<file path="src/rtl/instr_loader.sv">
// UART boot loader: parses A5 | count_hi | count_lo | words | xor and writes
// big-endian instruction words into RAM while holding the CPU in reset.
module instr_loader #(
    parameter int TIMEOUT = 1000000
) (
    input  logic        clk,
    input  logic        rst_n,
    input  logic [7:0]  rx_data,
    input  logic        rx_valid,
    output logic        we,
    output logic [9:0]  waddr,
    output logic [31:0] wdata,
    output logic        cpu_hold,
    output logic        busy,
    output logic        done,
    output logic        err
);

    typedef enum logic [2:0] {
        IDLE,
        CNT_HI,
        CNT_LO,
        DATA,
        CSUM
    } state_t;

    localparam logic [31:0] TLIM = 32'(TIMEOUT - 1);

    state_t      state;
    logic [7:0]  cnt_hi;
    logic [7:0]  acc;
    logic [23:0] word;
    logic [1:0]  lane;
    logic [9:0]  idx;
    logic [9:0]  last_idx;
    logic [31:0] tcnt;

    logic [15:0] cnt_full;
    logic [9:0]  cnt_low;
    logic        cnt_bad;

    assign cnt_full = {cnt_hi, rx_data};
    assign cnt_low  = {cnt_hi[1:0], rx_data};
    assign cnt_bad  = (cnt_full == 16'd0) || (cnt_full > 16'd1024);
    assign busy     = (state != IDLE);

    always_ff @(posedge clk or negedge rst_n) begin
        if (!rst_n) begin
            state    <= IDLE;
            we       <= 1'b0;
            waddr    <= '0;
            wdata    <= '0;
            cpu_hold <= 1'b0;
            done     <= 1'b0;
            err      <= 1'b0;
            cnt_hi   <= '0;
            acc      <= '0;
            word     <= '0;
            lane     <= '0;
            idx      <= '0;
            last_idx <= '0;
            tcnt     <= '0;
        end else begin
            we <= 1'b0;
            if (rx_valid) begin
                // A byte always wins over a timeout expiring in the same cycle.
                tcnt <= '0;
                unique case (state)
                    IDLE: begin
                        if (rx_data == 8'hA5) begin
                            state    <= CNT_HI;
                            cpu_hold <= 1'b1;
                            done     <= 1'b0;
                            err      <= 1'b0;
                            acc      <= '0;
                            idx      <= '0;
                            lane     <= '0;
                        end
                    end
                    CNT_HI: begin
                        cnt_hi <= rx_data;
                        state  <= CNT_LO;
                    end
                    CNT_LO: begin
                        if (cnt_bad) begin
                            err   <= 1'b1;
                            state <= IDLE;
                        end else begin
                            last_idx <= cnt_low - 10'd1;
                            state    <= DATA;
                        end
                    end
                    DATA: begin
                        acc  <= acc ^ rx_data;
                        lane <= lane + 2'd1;
                        word <= {word[15:0], rx_data};
                        if (lane == 2'd3) begin
                            we    <= 1'b1;
                            waddr <= idx;
                            wdata <= {word, rx_data};
                            idx   <= idx + 10'd1;
                            // Move on now so a byte in the we cycle is the checksum.
                            if (idx == last_idx) begin
                                state <= CSUM;
                            end
                        end
                    end
                    CSUM: begin
                        if (rx_data == acc) begin
                            done     <= 1'b1;
                            cpu_hold <= 1'b0;
                        end else begin
                            err <= 1'b1;
                        end
                        state <= IDLE;
                    end
                    default: state <= IDLE;
                endcase
            end else if (state != IDLE) begin
                if (tcnt == TLIM) begin
                    err   <= 1'b1;
                    state <= IDLE;
                    tcnt  <= '0;
                end else begin
                    tcnt <= tcnt + 32'd1;
                end
            end
        end
    end

endmodule

</file>
<file path="config.mk">
export PLATFORM = sky130hd
export DESIGN_NAME = instr_loader
export DESIGN_NICKNAME = d
export VERILOG_FILES = /design/src/rtl/instr_loader.sv
export SDC_FILE = /design/constraint.sdc
export NUM_CORES = 1
export LEC_CHECK = 0
export CAP_MARGIN = 10
export CORE_ASPECT_RATIO = 1.75
export CORE_MARGIN = 4
export CORE_UTILIZATION = 25
export CTS_CLUSTER_DIAMETER = 100
export DETAILED_ROUTE_END_ITERATION = 7
export GPL_ROUTABILITY_DRIVEN = 1
export HOLD_SLACK_MARGIN = 0.06
export MAX_ROUTING_LAYER = met4
export PLACE_DENSITY = 0.48
export SYNTH_ARGS = -nofsm -noshare
export SYNTH_HDL_FRONTEND = slang
export SYNTH_SLANG_ARGS = --single-unit
</file>
<file path="constraint.sdc">
create_clock -name clk -period 2.5 [get_ports clk]
set_clock_uncertainty 0.2 [all_clocks]
set_input_delay 0.375 -clock clk [delete_from_list [all_inputs] [get_ports clk]]
set_output_delay 0.375 -clock clk [all_outputs]
set_load 0.05 [all_outputs]
</file>
==> insert_results.sql, run 1 <==
INSERT INTO impl_metrics (metric_group, metric, value, unit) VALUES
('placed_design', 'io_buffer_count', '57', ''),
('power_and_ir_drop', 'power_report.internal_total', '4.889', 'mW'),
('layout', 'finalNonFillerCells', '1072', ''),
('synth', 'synth_area', '6541', 'µm²'),
('setup_path', 'crit_path_start', 'tcnt[26]', ''),
('timing', 'period_share', '94.60', '%'),
('timing', 'period_minus_slack', '2365', 'ps'),
('setup_path', 'cp_max_fo', '5', ''),
('floorplan', 'floorplan.die.width', '130.3', 'µm'),
('placed_design', 'place_ws', '-77.18', 'ps'),
('min_path', 'min-delay-start', 'word[16]', ''),
('setup_path', 'critical_path.endpoint_type', 'flip-flop', ''),
('cts', 'clk_root_buffer_cell', 'sky130_fd_sc_hd__clkbuf_16', ''),
('power_and_ir_drop', 'sequential_group_share_of_total_power', '44.1', '%'),
('synth', 'synthDominantCellAreaShare', '54.71', '%'),
('synth', 'yosysWarningCount', '0', ''),
('route', 'post-route-drc-count', '0', ''),
('layout', 'design.final.nets', '756', ''),
('global_route', 'global_route.overflow_total', '0', ''),
('layout', 'syn2layout_area_growth', '30.68', '%'),
('timing', 'hold_violations', '0', ''),
('synth', 'synthesized_area_per_cell', '10.42', 'µm²'),
('synth', 'syn_nets', '645', ''),
('layout', 'total_of_fill_cells_in_the_finished_design', '2632', ''),
('global_route', 'global_route_met3_utilization', '2.459', '%'),
('route', 'avgViaCountPerCell', '4.549', ''),
('min_path', 'holdCritPathClass', 'flip-flop to flip-flop', ''),
('global_route', 'grt-busiest-layer', 'met2', ''),
('floorplan', 'initial_core_util', '25.29', '%'),
('route', 'antenna_violating_nets_post_route', '0', ''),
('layout', 'finalCoreUtilization', '33.05', '%'),
('synth', 'synth_flop_cell', 'sky130_fd_sc_hd__dfrtp_1', ''),
('timing', 'max_slew.worst_pin.slew', '584.6', 'ps'),
('setup_path', 'crit-reg2reg-capture', 'state[1]', ''),
('layout', 'mostFrequentLayoutCells', '143 x sky130_fd_sc_hd__dfrtp_1, 103 x sky130_fd_sc_hd__nand2_1, 62 x sky130_fd_sc_hd__nor2_1', ''),
('synth', 'synth.largest_area_cell', 'sky130_fd_sc_hd__dfrtp_1', ''),
('cts', 'cts.sinks', '143', ''),
('layout', 'drive_above_1_share', '21.14', '%'),
('setup_path', 'critPathCapture', 'state[1]', ''),
('placed_design', 'dp.cells', '1039', ''),
('cts', 'max-clock-path-buffers', '2', ''),
('global_route', 'global_route.usage.total', '13.06', '%'),
('job', 'cap_viol_max_count', '0', ''),
('floorplan', 'core-area', '25860', 'µm²'),
('cts', 'path_clk_slew', '70', 'ps'),
('layout', 'antenna-diode-count', '0', ''),
('setup_path', 'worst_ep_required_time', '2600', 'ps'),
('power_and_ir_drop', 'cellPowerDensity', '835.7', 'nW/µm²'),
('global_route', 'grt_max_degree', '55', ''),
('cts', 'cts_tree', 'yes', ''),
('route', 'via_count', '4876', ''),
('cts', 'worst_skew_pair.late_latency', '430', 'ps'),
('global_route', 'met1_resource_use_gr', '14.39', '%'),
('power_and_ir_drop', 'power.static_leakage', '3.908', 'nW'),
('layout', 'layout_commonest_cell', 'sky130_fd_sc_hd__dfrtp_1', ''),
('placed_design', 'post-dp-hpwl', '12640', 'µm'),
('layout', 'final_cell_area', '8548', 'µm²'),
('route', 'number_of_design_rule_violations_left_by_the_first_detailed_router_iteration', '200', ''),
('timing', 'setup_viol', '0', ''),
('route', 'routed_wirelength', '17120', 'µm'),
('power_and_ir_drop', 'total_switching_power', '2.255', 'mW'),
('setup_path', 'r2r_setup_slack', '140', 'ps'),
('global_route', 'grt_util_met2', '23.20', '%'),
('synth', 'seq_area_frac_synth', '54.71', '%'),
('synth', 'netlist_top_cells_area', 'sky130_fd_sc_hd__dfrtp_1 55%, sky130_fd_sc_hd__mux2_2 7.7%, sky130_fd_sc_hd__nand2_1 5.9%', ''),
('synth', 'synthesized_instance_count', '628', ''),
('cts', 'clock_tree.htree_level_count', '4', ''),
('outcome', 'status', 'completed', ''),
('floorplan', 'die_h', '222.0', 'µm'),
('power_and_ir_drop', 'part_of_the_power_in_combinational_logic', '20.6', '%'),
('timing', 'remaining_max_slew_budget_at_the_tightest_pin', '60.90', '%');
Yosys cell counts (2+ instances only):
cell type and number:
sky130_fd_sc_hd__nor4_1 8, sky130_fd_sc_hd__a22o_1 3, sky130_fd_sc_hd__or4_1 2, sky130_fd_sc_hd__or4_4 3
sky130_fd_sc_hd__xnor2_1 19, sky130_fd_sc_hd__and3_1 6, sky130_fd_sc_hd__nand2b_1 10, sky130_fd_sc_hd__nand4_1 22
sky130_fd_sc_hd__o211ai_1 2, sky130_fd_sc_hd__xor2_1 30, sky130_fd_sc_hd__inv_1 12, sky130_fd_sc_hd__dfrtp_1 143
sky130_fd_sc_hd__and4_1 8, sky130_fd_sc_hd__nor4b_1 2, sky130_fd_sc_hd__mux2_2 45, sky130_fd_sc_hd__a31oi_1 5
sky130_fd_sc_hd__nand2_1 103, sky130_fd_sc_hd__nor2_1 63, sky130_fd_sc_hd__a21oi_1 17, sky130_fd_sc_hd__nor3_1 9
sky130_fd_sc_hd__clkbuf_1 16, sky130_fd_sc_hd__o21ai_0 34, sky130_fd_sc_hd__ha_1 6, sky130_fd_sc_hd__nand3_1 14
sky130_fd_sc_hd__and4_2 2, sky130_fd_sc_hd__mux2_1 4, sky130_fd_sc_hd__or3_1 6, sky130_fd_sc_hd__buf_2 12
power by group through the flow:
stage | clock network (mW) | logic, mW | registers [mW]
after global routing | 2.71 | 1.66 | 3.22
after floorplan | 0 | 0.883 | 3.17
after CTS | 2.60 | 1.51 | 3.16
final | 2.52 | 1.47 | 3.15
after global placement | 0 | 1.47 | 3.19
after detailed placement | 0 | 1.49 | 3.20
layer usage:
layer / vias to the layer above / wire [µm]
met5: - / 0
met4: 0 / 329
met3: 16 / 321
met2: 61 / 9669
met1: 2412 / 6802
li1: 2387 / -
cell families (layout without fill, tap and decap cells):
kind of cell	after synthesis	in the layout	share of synthesized area [%]
compound gates	68	68	5.892
xor+xnor	49	49	6.561
fa+ha+maj	6	6	1.148
buf+inv	42	166	2.659
flops	143	143	54.71
mux	50	50	8.588
simple gates	270	270	20.45
registers in the layout, indices dropped and copies added (netlist names):
name,count
waddr,10
err,1
idx,10
we,1
lane,2
last_idx,10
wdata,32
word,24
state,3
tcnt,32
done,1
cpu_hold,1
cnt_hi,8
acc,8
area by class of cell:
| type | instances | area, µm² | share of cell area, % |
|---|---|---|---|
| clock buffer | 18 | 429.2 | 5.020 |
| multi-input combinational | 443 | 2821 | 33.01 |
| sequential | 143 | 3578 | 41.86 |
| inverter | 13 | 48.80 | 0.5708 |
| clock inverter | 14 | 155.1 | 1.815 |
| tap | 320 | 400.4 | 4.684 |
| timing repair buffer | 121 | 1115 | 13.04 |
timing repair:
| item | in CTS | in global routing |
|---|---|---|
| buffers inserted | 0 | 0 |
| hold buffers | 1 | 0 |
| endpoints found under the hold margin | 50 | 0 |
| setup endpoints to repair | 0 | 5 |
| resized for setup | 0 | 5 |
critical path, stage by stage (launching register included):
cell	delay [ps]
sky130_fd_sc_hd__dfrtp_1	390
sky130_fd_sc_hd__nor4_2	370
sky130_fd_sc_hd__nand4_1	160
sky130_fd_sc_hd__nor4_1	300
sky130_fd_sc_hd__buf_4	170
sky130_fd_sc_hd__a21o_1	190
sky130_fd_sc_hd__nand2_1	120
sky130_fd_sc_hd__a211o_1	330
how the worst min path moves through the flow:
| stage | end | slack, ps | cells past startpoint |
|---|---|---|---|
| after global routing | word[20] | 310 | 2 |
| final | word[16] | 270 | 2 |
| after CTS | word[16] | 280 | 2 |
| after global placement | waddr[6] | 170 | 1 |
| after floorplan | acc[0] | -120 | 0 |
| after detailed placement | waddr[6] | 170 | 1 |
stage by stage:
stage               TNS, ps  hold slack (ps)
global route         -1.676            309.8
finish                    0            268.2
detailed placement   -152.6            173.8
CTS                       0            275.3
floorplan                 0           -120.6
global placement     -126.3            174.2
Power figures use the tool's default switching activity.
==> inputs of run 2 (changes only) <==
--- a/config.mk
+++ b/config.mk
@@ -5,7 +5,6 @@
 export SDC_FILE = /design/constraint.sdc
 export NUM_CORES = 1
 export LEC_CHECK = 0
-export CAP_MARGIN = 10
 export CORE_ASPECT_RATIO = 1.75
 export CORE_MARGIN = 4
 export CORE_UTILIZATION = 25
==> results of run 2 <==
No change in the layout: final DEF, timing and power equal those of run 1.
==> inputs of run 3 (changes only) <==
--- a/config.mk
+++ b/config.mk
@@ -14,6 +14,7 @@
 export HOLD_SLACK_MARGIN = 0.06
 export MAX_ROUTING_LAYER = met4
 export PLACE_DENSITY = 0.48
+export RECOVER_POWER = 25
 export SYNTH_ARGS = -nofsm -noshare
 export SYNTH_HDL_FRONTEND = slang
 export SYNTH_SLANG_ARGS = --single-unit
==> insert_results.sql, run 3 (same netlist as run 1, synthesis figures left out) <==
INSERT INTO impl_metrics (metric_group, metric, value, unit) VALUES
('outcome', 'status', 'completed', ''),
('cts', 'path_clk_slew', '70', 'ps'),
('timing', 'fmaxAchievable', '422.8', 'MHz'),
('cts', 'cts.sinks', '143', ''),
('timing', 'max_slew.worst_pin.slew', '1389', 'ps'),
('layout', 'drive_above_1_share', '21.14', '%'),
('power_and_ir_drop', 'power.static_leakage', '3.906', 'nW'),
('placed_design', 'post-dp-hpwl', '12640', 'µm'),
('global_route', 'global_route.overflow_total', '0', ''),
('power_and_ir_drop', 'cellPowerDensity', '836.2', 'nW/µm²'),
('setup_path', 'setup.worst_path.class', 'flip-flop to flip-flop', ''),
('layout', 'reg_top3', 'tcnt (32), wdata (32), word (24)', ''),
('global_route', 'antenna_found_initial', '0', ''),
('floorplan', 'number_of_rows_in_the_core_area', '78', ''),
('layout', 'layout_commonest_cell', 'sky130_fd_sc_hd__dfrtp_1', ''),
('setup_path', 'worst_path_max_delay_cell', 'sky130_fd_sc_hd__dfrtp_1', ''),
('min_path', 'holdCritPathClass', 'flip-flop to flip-flop', ''),
('cts', 'clk_root_buffer_cell', 'sky130_fd_sc_hd__clkbuf_16', ''),
('timing', 'fin_ws', '135.1', 'ps'),
('layout', 'total_of_fill_cells_in_the_finished_design', '2634', ''),
('route', 'antenna_violating_nets_post_route', '0', ''),
('timing', 'remaining_max_slew_budget_at_the_tightest_pin', '7.383', '%'),
('placed_design', 'dp.cells', '1039', ''),
('timing', 'period_share', '94.60', '%'),
('cts', 'cts_tree', 'yes', ''),
('job', 'cap_viol_max_count', '0', ''),
('placed_design', 'place.gp.congestion', '0.8072', ''),
('layout', 'mostFrequentLayoutCells', '143 x sky130_fd_sc_hd__dfrtp_1, 103 x sky130_fd_sc_hd__nand2_1, 62 x sky130_fd_sc_hd__nor2_1', ''),
('route', 'routed_wire_length_per_instance', '15.97', 'µm'),
('route', 'post-route-drc-count', '0', ''),
('timing', 'hold_violations', '0', ''),
('floorplan', 'die_footprint', '28920', 'µm²'),
('global_route', 'number_of_global_route_vias_before_repair', '5282', ''),
('setup_path', 'critical_path.n_buffers_inverters', '1', ''),
('global_route', 'global_route.usage.total', '13.06', '%'),
('route', 'via_count', '4876', ''),
('timing', 'setup_viol', '0', ''),
('setup_path', 'slowest_delay', '390', 'ps'),
('setup_path', 'critical_path.endpoint_type', 'flip-flop', ''),
('floorplan', 'initial_core_util', '25.29', '%'),
('layout', 'finalCoreUtilization', '33.03', '%'),
('cts', 'max-clock-path-buffers', '2', ''),
('setup_path', 'cp_max_fo', '5', ''),
('cts', 'worst_skew_pair.late_latency', '430', 'ps'),
('route', 'avgViaCountPerCell', '4.549', ''),
('route', 'number_of_design_rule_violations_left_by_the_first_detailed_router_iteration', '200', ''),
('setup_path', 'start_kind', 'flip-flop', ''),
('route', 'routed_wirelength', '17120', 'µm'),
('cts', 'cts_made_buffers', '17', ''),
('setup_path', 'crit_path_cell_trace', 'nor4_2 > nand4_1 > nor4_1 > buf_4 > a21o_1 > nand2_1 > a211o_1', ''),
('placed_design', 'place_ws', '-77.18', 'ps'),
('timing', 'period_minus_slack', '2365', 'ps'),
('layout', 'antenna-diode-count', '0', ''),
('timing', 'fin_hold_ws', '268.2', 'ps'),
('floorplan', 'die_h', '222.0', 'µm'),
('global_route', 'wire_length_of_the_first_global_routing_pass', '28550', 'µm'),
('setup_path', 'worst-endpoint-arrival', '2460', 'ps'),
('floorplan', 'core-area', '25860', 'µm²'),
('layout', 'design.final.nets', '756', ''),
('setup_path', 'crit_family', 'simple AND/OR/NAND/NOR gates', ''),
('setup_path', 'worst_ep_required_time', '2600', 'ps'),
('placed_design', 'io_buffer_count', '57', ''),
('power_and_ir_drop', 'irDropWorstVdd', '0.5449', 'mV'),
('timing', 'final-max-slew-violation-count', '0', ''),
('layout', 'syn2layout_area_growth', '30.59', '%'),
('timing', 'totalNegativeSetupSlack', '0', 'ps'),
('route', 'drt_pass1_iterations', '4', ''),
('floorplan', 'num_io_pins', '58', ''),
('layout', 'finalNonFillerCells', '1072', ''),
('global_route', 'grt_max_degree', '55', ''),
('cts', 'clock_tree.htree_level_count', '4', ''),
('cts', 'postCtsSetupRepairBufs', '0', ''),
('floorplan', 'floorplan.die.width', '130.3', 'µm');
[run 3: changes by cell type in the layout (fill, tap and decap cells not counted)]
cell / delta
sky130_fd_sc_hd__buf_6: -1
sky130_fd_sc_hd__clkbuf_2: +1
[run 3: routing by layer]
metal	up-vias	global-route usage [%]	share of wire (%)
met5	-	-	0
met3	16	2.459	1.9
met4	0	4.362	1.9
met1	2412	14.39	40
met2	61	23.20	56
li1	2387	-	-
[run 3: what timing repair did]
item / in CTS / in global routing
hold buffers: 1 / 0
resized for setup: 0 / 5
setup endpoints to repair: 0 / 5
hold endpoints to repair: 50 / 0
[run 3: final timing paths]
kind	from	end	slack (ps)	cells past startpoint
max in group asynchronous	rst_n	wdata[6]	530	3
min reg2reg	word[16]	word[16]	270	2
min in group asynchronous	rst_n	waddr[0]	630	2
max reg2reg	tcnt[26]	state[1]	140	7
max	tcnt[26]	state[1]	140	7
min	word[16]	word[16]	270	2
[run 3: layout make-up]
cell class              instances  area [µm²]  share of cell area, %
inverters                      13       48.80                 0.5713
clock inverters                14       155.1                  1.816
repair buffers                121        1109                  12.98
flip-flops and latches        143        3578                  41.89
well taps                     320       400.4                  4.687
clock buffers                  18       429.2                  5.024
multi-input cells             443        2821                  33.03
[run 3: report_power, final]
| group | internal (mW) | leakage [nW] | switching (mW) |
|---|---|---|---|
| Sequential | 2.76 | 1.93 | 0.390 |
| Combinational | 0.645 | 1.70 | 0.827 |
| Clock | 1.48 | 0.282 | 1.04 |
| Total | 4.89 | 3.91 | 2.26 |
[run 3: tightest hold or removal path, stage by stage (launching register included)]
cell	delay, ps
sky130_fd_sc_hd__dfrtp_1	340
sky130_fd_sc_hd__nand2_1	50
sky130_fd_sc_hd__nand2_1	50
[run 3: per-stage QoR]
| step | cell area (µm²) | power, mW |
|---|---|---|
| 5_1_grt | 8542 | 7.581 |
| 2_1_floorplan | 6541 | 4.050 |
| 3_5_place_dp | 7924 | 4.693 |
| 6_report | 8542 | 7.143 |
| 4_1_cts | 8518 | 7.271 |
| 3_3_place_gp | 7924 | 4.662 |
